`src/rtl/song_sample_player.sv`:
```
`default_nettype none
// ============================================================================
// Module   : song_sample_player
// Purpose  : Walks a read-only song RAM and presents one held sample word to
//            the audio mixer. One RAM word is played for HOLD audio frames
//            (sample_tick pulses); supports start, stop, loop and an
//            end-of-song done pulse.
// Ports    : CLOCK_50     - system clock, rising edge
//            reset        - asynchronous active-high reset
//            start/stop   - one-cycle control pulses (stop has priority)
//            loop_en      - wrap from LAST_ADDR to 0 instead of finishing
//            sample_tick  - one pulse per audio frame
//            mem_address  - RAM read address (registered)
//            mem_q        - RAM read data, valid RD_LAT cycles after address
//            sample_out   - current song sample (two's complement)
//            sample_valid - sample_out holds a fetched word
//            playing      - block is not idle
//            done         - one-cycle pulse when a non-looping song ends
//            volume       - (SONG_VOLUME_EN only) arithmetic right shift
// Options  : define SONG_VOLUME_EN to add the 3-bit volume input.
// Revision : 1.0 - initial release
// ============================================================================
module song_sample_player #(
  parameter int ADDR_W    = 8,
  parameter int DATA_W    = 32,
  parameter int LAST_ADDR = 255,
  parameter int HOLD      = 1,
  parameter int RD_LAT    = 1
) (
  input  logic              CLOCK_50,
  input  logic              reset,
  input  logic              start,
  input  logic              stop,
  input  logic              loop_en,
  input  logic              sample_tick,
`ifdef SONG_VOLUME_EN
  input  logic [2:0]        volume,
`endif
  output logic [ADDR_W-1:0] mem_address,
  input  logic [DATA_W-1:0] mem_q,
  output logic [DATA_W-1:0] sample_out,
  output logic              sample_valid,
  output logic              playing,
  output logic              done
);

  localparam int HOLD_W = $clog2(HOLD) + 1;
  localparam int LAT_W  = $clog2(RD_LAT) + 1;

  localparam logic [HOLD_W-1:0] HOLD_LAST = HOLD_W'(HOLD - 1);
  localparam logic [LAT_W-1:0]  LAT_LAST  = LAT_W'(RD_LAT - 1);
  localparam logic [ADDR_W-1:0] END_ADDR  = ADDR_W'(LAST_ADDR);

  typedef enum logic [1:0] {
    IDLE  = 2'd0,
    FETCH = 2'd1,
    PLAY  = 2'd2
  } state_t;

  state_t              state;
  logic [HOLD_W-1:0]   hold_cnt;
  logic [LAT_W-1:0]    lat_cnt;
  logic                pending;
  logic [DATA_W-1:0]   capture_word;

  // Word loaded into sample_out at the end of a fetch.
`ifdef SONG_VOLUME_EN
  assign capture_word = $signed(mem_q) >>> volume;
`else
  assign capture_word = mem_q;
`endif

  always_ff @(posedge CLOCK_50 or posedge reset) begin
    if (reset) begin
      state        <= IDLE;
      mem_address  <= '0;
      sample_out   <= '0;
      sample_valid <= 1'b0;
      playing      <= 1'b0;
      done         <= 1'b0;
      hold_cnt     <= '0;
      lat_cnt      <= '0;
      pending      <= 1'b0;
    end else begin
      done <= 1'b0;
      if (stop) begin
        state        <= IDLE;
        playing      <= 1'b0;
        mem_address  <= '0;
        sample_out   <= '0;
        sample_valid <= 1'b0;
        hold_cnt     <= '0;
        lat_cnt      <= '0;
        pending      <= 1'b0;
      end else if (start) begin
        // Restart keeps the previous sample on the output until the first
        // word of the new pass lands, avoiding a gap at the mixer.
        state       <= FETCH;
        playing     <= 1'b1;
        mem_address <= '0;
        hold_cnt    <= '0;
        lat_cnt     <= '0;
        pending     <= 1'b0;
      end else begin
        unique case (state)
          IDLE: begin
          end
          FETCH: begin
            // A frame arriving while the RAM is busy is remembered (once).
            if (sample_tick) begin
              pending <= 1'b1;
            end
            if (lat_cnt == LAT_LAST) begin
              sample_out   <= capture_word;
              sample_valid <= 1'b1;
              lat_cnt      <= '0;
              state        <= PLAY;
            end else begin
              lat_cnt <= lat_cnt + 1'b1;
            end
          end
          PLAY: begin
            if (sample_tick || pending) begin
              // When a remembered frame and a fresh one coincide, one is
              // consumed now and the other stays remembered.
              pending <= sample_tick && pending;
              if (hold_cnt == HOLD_LAST) begin
                hold_cnt <= '0;
                if (mem_address < END_ADDR) begin
                  mem_address <= mem_address + 1'b1;
                  state       <= FETCH;
                end else if (loop_en) begin
                  mem_address <= '0;
                  state       <= FETCH;
                end else begin
                  state        <= IDLE;
                  playing      <= 1'b0;
                  done         <= 1'b1;
                  mem_address  <= '0;
                  sample_out   <= '0;
                  sample_valid <= 1'b0;
                end
              end else begin
                hold_cnt <= hold_cnt + 1'b1;
              end
            end
          end
          default: begin
            state   <= IDLE;
            playing <= 1'b0;
          end
        endcase
      end
    end
  end

endmodule
`default_nettype wire

```
`config.mk`:
```
export PLATFORM = sky130hd
export DESIGN_NAME = song_sample_player
export DESIGN_NICKNAME = d
export VERILOG_FILES = /design/src/rtl/song_sample_player.sv
export SDC_FILE = /design/constraint.sdc
export NUM_CORES = 1
export LEC_CHECK = 0
export CAP_MARGIN = 15
export CORE_UTILIZATION = 42
export CTS_BUF_LIST = sky130_fd_sc_hd__clkbuf_4 sky130_fd_sc_hd__clkbuf_8 sky130_fd_sc_hd__clkbuf_16
export CTS_CLUSTER_SIZE = 8
export DETAILED_ROUTE_END_ITERATION = 10
export GPL_ROUTABILITY_DRIVEN = 0
export HOLD_SLACK_MARGIN = 0.12
export MAX_ROUTING_LAYER = met4
export PLACE_DENSITY = 0.82
export SLEW_MARGIN = 20
export SYNTH_ARGS = -nofsm -noshare
export SYNTH_HDL_FRONTEND = slang
export SYNTH_SLANG_ARGS = --single-unit
export TNS_END_PERCENT = 10
```
`constraint.sdc`:
```
create_clock -name CLOCK_50 -period 2.5 [get_ports CLOCK_50]
set_clock_uncertainty 0.1 [all_clocks]
set_input_delay 0.375 -clock CLOCK_50 [delete_from_list [all_inputs] [get_ports CLOCK_50]]
set_output_delay 0.375 -clock CLOCK_50 [all_outputs]
set_load 0.01 [all_outputs]
```
# Word level (Yosys, flattened, before mapping)
# Index checks and enable logic that the tools add are counted.
# totals
ff_bits	48
in_bits	38
output_inout_bits	43
# classes
n_addsub	3
order_cmp	1
n_eq_ne	17
n_mux	54
reduce_logical	15
# ops
op	count
two-way mux 32 bit	7
one-hot mux 32 bit (2 select lines)	1
two-way mux 8 bit	6
two-way mux 1 bit	31
inequality test 4 bit, second input constant	6
inequality test 3 bit, second input constant	7
nonzero test 3 bit	4
two-way mux 2 bit	5
adder 8 x 1 -> 8 bit, second input constant	1
< comparator 8 bit, second input constant	1
AND reduction 7 bit	1
one-hot mux 1 bit (2 select lines)	3
one-hot mux 2 bit (3 select lines)	1
AND reduction 3 bit	2
AND reduction 5 bit	1
AND reduction 4 bit	1
nonzero test 4 bit	1
inequality test 3 x 1 -> 1 bit, second input constant	1
adder 1 bit, second input constant	2
== test 2 x 1 -> 1 bit, second input constant	1
== test 2 bit, second input constant	1
zero test 2 bit	1
inequality test 2 x 1 -> 1 bit, second input constant	1
AND reduction 2 bit	1
3 further kinds	3

# Depth between registers and ports, before layout
# Gate-level depths: netlist of run 1.
# logic_depth
word_depth	7
ltp_mapped	7
depth_no_buf	6

# Least setup slack after synthesis of run 1
# Ideal clock, no wire load.
# synth_path
path_type	reg2reg
from	register mem_address[0]
to	register sample_out[11]
arrival_ns	1.678
required_time_ns	2.279
setup_slack_ns	0.601
path_stages_with_launch	7
n_path_buf	1
period_less_slack_ns	1.899
path_cell_list	dfrtp_1 ha_1 nand4_1 o31ai_1 a31oi_2 buf_6 a22o_1
# synth_via
elab_chain_len	3
# synth_rtl
item	line_no	text
from (decl)	39	output logic [ADDR_W-1:0] mem_address,
from (signal assigned)	130	mem_address <= mem_address + 1'b1;
< comparator 8 bit	129	if (mem_address < END_ADDR) begin
inequality test 3 bit (no line)	--	
AND reduction 7 bit (no line)	--	
to (signal assigned)	114	sample_out <= capture_word;
to (decl)	41	output logic [DATA_W-1:0] sample_out,
# Every way passes these cells.
# A chain may end at the register's enable or synchronous reset.

# Worst setup path in the final report of run 1
# layout_path
from	register state[0]
to	register sample_out[9]
# layout_via
elab_chain_len	4
word_cells_on_any_way	12
cone_classes	eq/ne (7); mux (3); reduce/logical (2)
# layout_rtl
item	line_no	text
from (decl)	60	state_t state;
from (signal assigned)	75	state <= IDLE;
from (signal assigned)	87	state <= IDLE;
from (signal assigned)	98	state <= FETCH;
== test 2 bit or == test 2 x 1 -> 1 bit (tied branches)	105	unique case (state)
one-hot mux 32 bit (2 select lines)	105	
two-way mux 32 bit	95	end else if (start) begin
two-way mux 32 bit	86	if (stop) begin
# Several ways; a longest one is shown, not always the timed one. The select of a mux whose other input is x is not followed.

==> results of run 1 <==
-- metal layers --
layer	GRT usage	vias to the layer above	wire length (microns)
met2	0.283	57	1990
met3	0.0378	7	270
met1	0.281	740	2150
li1	-	748	-
met5	-	-	0
met4	0.0600	0	50
-- power breakdown --
group / internal, mW / total, mW / switching [mW]
Combinational: 0.123 / 0.210 / 0.0869
Sequential: 0.769 / 0.786 / 0.0170
Clock: 0.300 / 0.557 / 0.258
Total: 1.19 / 1.55 / 0.362
-- kinds of logic (layout without fill, tap and decap cells) --
kind of cell	Yosys count	count (layout)	share of synthesized area
muxes	1	1	0.00518
xor gates and xnor gates	4	4	0.0181
AOI/OAI and AO/OA	52	52	0.215
adders and majority gates	5	5	0.0324
buffers and inverters	13	100	0.0389
DFF	46	46	0.596
and+or+nand+nor	36	36	0.0946
-- final cells by class --
type	count	share of cell area
Clock buffer	5	0.0236
Clock inverter	3	0.0150
Inverter	6	0.00773
Multi-Input combinational cell	98	0.246
Sequential cell	46	0.395
Tap cell	52	0.0223
Timing Repair Buffer	86	0.290
-- critical path, cell delays in order, from the launching register on --
cell and delay, ps:
dfrtp_1 430, inv_1 90, ha_1 310, nand2b_1 180, o21ai_0 160, a31oi_4 720
a22o_1 240
-- state kept, by name, summed over array words and instances (netlist names) --
name and count:
done 1, mem_address 8, pending 1, playing 1, sample_out 32, state 2, sample_valid 1
-- per-stage QoR --
| stage | util | hold slack [ps] |
|---|---|---|
| floorplan | - | 338 |
| global placement | 0.639 | 374 |
| CTS | 0.665 | 399 |
| global route | 0.665 | 419 |
| detailed placement | 0.639 | 374 |
| finish | 0.665 | 401 |
-- Yosys cell counts, types with 2 or more instances --
cell,instances,area (sq um)
xnor2_1,2,17.5
a21oi_1,7,35.0
nand2_1,8,30.0
nor2_1,9,33.8
nor4_1,2,12.5
nand2b_1,3,18.8
nand4_1,2,12.5
inv_1,6,22.5
o31ai_1,2,15.0
buf_6,3,33.8
dfrtp_1,46,1150
nor3_1,2,10.0
nand3_1,3,15.0
o21ai_0,3,15.0
buf_2,3,15.0
or3_1,3,18.8
xor2_1,2,17.5
a22o_1,32,280
ha_1,5,62.6
-- what timing repair did --
action	CTS	global route
hold buffers	0	0
setup endpoints to repair	0	12
buffers inserted	0	0
-- final timing paths --
kind / end / slack [ps] / cells past startpoint
min in group asynchronous: sample_out[1]$_DFFE_PP0P_ / 410 / 2
max reg2reg: sample_out[9]$_DFFE_PP0P_ / 190 / 6
min: sample_valid$_DFFE_PP0P_ / 400 / 1
max: sample_out[9]$_DFFE_PP0P_ / 190 / 6
min reg2reg: sample_valid$_DFFE_PP0P_ / 400 / 1
max in group asynchronous: mem_address[4]$_DFFE_PP0P_ / 1300 / 3
==> run metrics, run 1 <==
core area about 0.0044 sq mm; First-pass DRT Iterations 4; synth warn 0; FFs w/ async S/R, synth 1.00; RSZ-0062 raised after global routing no; crit path from state[0]$_DFFE_PP0P_; Setup violations, final 0; status complete, no violations; area post-placement 0.00280 sq mm; Tmin final 2310 ps; Post-synth EDFFs 0; Finished Layout Cells ~300; Least-Margin Pin Slew 879 ps; Syn-to-layout area delta 50.8%; setup ws final 192 ps; nets 286; Peak VDD IR 0.000312 V; drt total wl ~4500 microns; period utilization 0.923; first-pass GRT wire length 7340 microns; Worst setup SP type register; CTS root buf clkbuf_8; hold crit path type reg -> reg; area occupied by multi-input gates 717 sq um; FILL cells 330; Max Clk Rate 433 MHz; Tot GR Track Use 0.196; Sink Count 46; DP Worst Slack 147 ps; leakage power around 1.3 nW; vias in the first global route 1498; clk slew on worst S/H paths 90 ps; ys flop type dfrtp_1; routed vias 1552; flops & latches, synth 46; die area roughly 0.0049 sq mm; Cell Rows 24; hold_sp sample_valid$_DFFE_PP0P_; CTS tree done; Synth cell types 33; commonest non-fill, non-tap cell in the layout clkdlybuf4s50_1; critical path class reg -> reg; share of cells above drive strength 1 0.0820; Final Total Pwr about 1.6 mW; initial antenna violation count 0; worst-path maximum fanout 33; via density per instance 5.24; DRT antenna net count 0; post-DR wirelength/cell 15.1 microns; drt first-iter violations 76; design area 0.00291 sq mm; Worst EP required 2630 ps; Longest Clk Path Bufs 2; Starting Density 0.441; pwr dens 533 mW/mm^2; Die H between 60 and 70 microns; Post-Place Cells roughly 290; RR Startpoint state[0]$_DFFE_PP0P_; grt total ovfl 0; maxcap violations 0; ant diodes 0; Setup crit end kind register; Top Ports around 80; clock latency on the worst-skew pair 300 ps; Final Max Tran Viols 0; syn_nets 200; post-CTS sizing 0; Final TNS setup 0 ps; chip width approximately 70 microns; Register Area 0.00115 sq mm; Avg Inst Size Synth approximately 12 sq um; CTS buffer count 5; Post-Syn Area 0.00193 sq mm; slew margin rel. 0.414; cells after synthesis 157; H-tree level count 2; I/O Buffers 80; largest net degree at the start of global routing 35; sequential area share after synthesis 0.596; WP data arrival between 2000 and 2500 ps; most frequent cells in the layout 80 x clkdlybuf4s50_1, 46 x dfrtp_1, 32 x a22o_1, 8 x nor2_1, 8 x nand2_1; Post-DP HPWL between 3000 and 4000 microns; Hold Fails Final Rpt 0; DRC Markers 0
No activity file was read; power rests on OpenSTA's default activity.
==> inputs of run 2 (changes only) <==
- SETUP_SLACK_MARGIN: unset -> 0.15
==> run metrics, run 2 (synthesis results as in run 1) <==
Least-Margin Pin Slew 687 ps (-192 ps); Final TNS setup 0 ps (unchanged); Sink Count 46 (unchanged); ant diodes 0 (unchanged); Longest Clk Path Bufs 2 (unchanged); Hold-fix buffers, CTS 0 (unchanged); Hold Fails Final Rpt 0 (unchanged); die area 0.00487 sq mm (unchanged); Post-DP HPWL 3160 microns (unchanged); First-pass DRT Iterations 4 (unchanged); most frequent cells in the layout 80 x clkdlybuf4s50_1, 46 x dfrtp_1, 32 x a22o_1, 8 x nor2_1, 8 x nand2_1; Setup crit end kind register; Tmin final 2120 ps (-193 ps); GR Layer Usage met1 0.281 (unchanged); pwr dens 532 mW/mm^2 (-0.20%); clk slew on worst S/H paths 90 ps (about the same); Largest register FFs 32 (unchanged); Syn-to-layout area delta 52.2%; core area 0.00438 sq mm (unchanged); Final Total Pwr 1.57 mW (+0.70%); Worst path max stage delay 460 ps (-260 ps); CTS root buf clkbuf_8; Worst setup SP type register; Top Ports 81 (unchanged); Max Clk Rate 473 MHz (+9.1%); H-tree level count 2 (unchanged); grt peak-use layer met2; Post-Place Cells 288 (unchanged); commonest non-fill, non-tap cell in the layout clkdlybuf4s50_1; Worst EP required 2590 ps (-40 ps); M2 GR Usage 0.283 (unchanged); routed vias 1607 (+3.5%); clock latency on the worst-skew pair 300 ps (about the same); Cell Rows 24 (unchanged); DP Worst Slack 147 ps (unchanged); leakage power 1.26 nW (+0.27%); GRT met3 Usage 0.0378 (unchanged); critical-path cell list ha_1 > nand4_1 > o31ai_2 > a31oi_4 > a22o_1; Tot GR Track Use 0.196 (unchanged); post-CTS setup buffer count 0 (unchanged); Die H 69.8 microns (unchanged); Largest regs sample_out: 32 flops, mem_address: 8 flops, state: 2 flops; CTS tree done; via density per instance 5.41 (+3.2%); maxcap violations 0 (unchanged); drt first-iter violations 73 (-3.9%); period utilization 0.846 (-0.0771); slew margin rel. 0.541 (+0.128); Top reg by flops sample_out; setup ws final 385 ps (+193 ps); chip width 69.8 microns (unchanged); post-DR wirelength/cell 15.7 microns (+4.4%); Final Max Tran Viols 0 (unchanged); final core occ 0.671 (+0.00599); I/O Buffers 80 (unchanged); status complete, no violations; DRC Markers 0 (unchanged); Fin Hold WS 402 ps (+1.24 ps); Peak VDD IR 0.000313 V (+0.26%); initial antenna violation count 0 (unchanged); design area 0.00294 sq mm (+0.90%); critical path class reg -> reg; Starting Density 0.441 (unchanged); area post-placement 0.00280 sq mm (unchanged); Setup violations, final 0 (unchanged); nets 287 (+0.35%); Finished Layout Cells 297 (+0.34%); DRT antenna net count 0 (unchanged); worst-path maximum fanout 17 (-48%); WP data arrival 2200 ps (-240 ps); first-pass GRT wire length 7340 microns (unchanged); vias in the first global route 1498 (unchanged); hold crit path type reg -> reg; share of cells above drive strength 1 0.0898 (+0.00783); largest net degree at the start of global routing 35 (unchanged); CP max-delay cell dfrtp_1; drt total wl 4670 microns (+4.8%); RSZ-0062 raised after global routing no; CTS buffer count 5 (unchanged); grt total ovfl 0 (unchanged)
-- run 2: cell count changes in the layout (fill, tap and decap cells not counted), sizes merged --
| cell | delta |
|---|---|
| a31oi | +1 |
-- run 2: power by group --
| group | leakage, nW | total, mW | internal, mW | switching [mW] |
|---|---|---|---|---|
| logic | 0.566 | 0.218 | 0.125 | 0.0925 |
| registers | 0.631 | 0.786 | 0.769 | 0.0169 |
| clock network | 0.0585 | 0.561 | 0.300 | 0.261 |
| total | 1.26 | 1.57 | 1.19 | 0.371 |
-- run 2: area by class of cell --
| type | instances | area, sq um |
|---|---|---|
| Clock buffer | 5 | 68.8 |
| Clock inverter | 3 | 43.8 |
| Fill cell | 329 | 1440 |
| Inverter | 6 | 22.5 |
| Multi-Input combinational cell | 99 | 743 |
| Sequential cell | 46 | 1150 |
| Tap cell | 52 | 65.1 |
| Timing Repair Buffer | 86 | 846 |
-- run 2: path summary, 6_finish.rpt --
path | from | endpoint | slack (ps) | depth (start not counted)
worst max-delay path | mem_address[0]$_DFFE_PP0P_ | sample_out[9]$_DFFE_PP0P_ | 380 | 5
worst min-delay path | sample_out[28]$_DFFE_PP0P_ | sample_out[28]$_DFFE_PP0P_ | 400 | 1
worst max register to register | mem_address[0]$_DFFE_PP0P_ | sample_out[9]$_DFFE_PP0P_ | 380 | 5
worst min register to register | sample_out[28]$_DFFE_PP0P_ | sample_out[28]$_DFFE_PP0P_ | 400 | 1
max in group asynchronous | reset | mem_address[4]$_DFFE_PP0P_ | 1300 | 3
min in group asynchronous | reset | sample_out[1]$_DFFE_PP0P_ | 410 | 2
-- run 2: repair_timing --
| item | CTS | global route |
|---|---|---|
| cloned | 0 | 1 |
| pin swaps | 1 | 1 |
| endpoints found under the setup margin | 7 | 33 |
| resized for setup | 0 | 3 |
-- run 2: critical path, delay by kind of cell, from the launching register on --
family,cells,cell delay [ps]
AO/OA/AOI/OAI,3,1000
adder cells (fa/ha/maj),1,280
AND/OR/NAND/NOR,1,160
flip-flops,1,460
-- run 2: layer usage --
layer | routed length [microns] | part of all wire | up-vias
li1 | - | - | 753
met1 | 2250 | 0.48 | 788
met2 | 2100 | 0.45 | 58
met3 | 263 | 0.056 | 8
met4 | 60 | 0.013 | 0
met5 | 0 | 0 | -
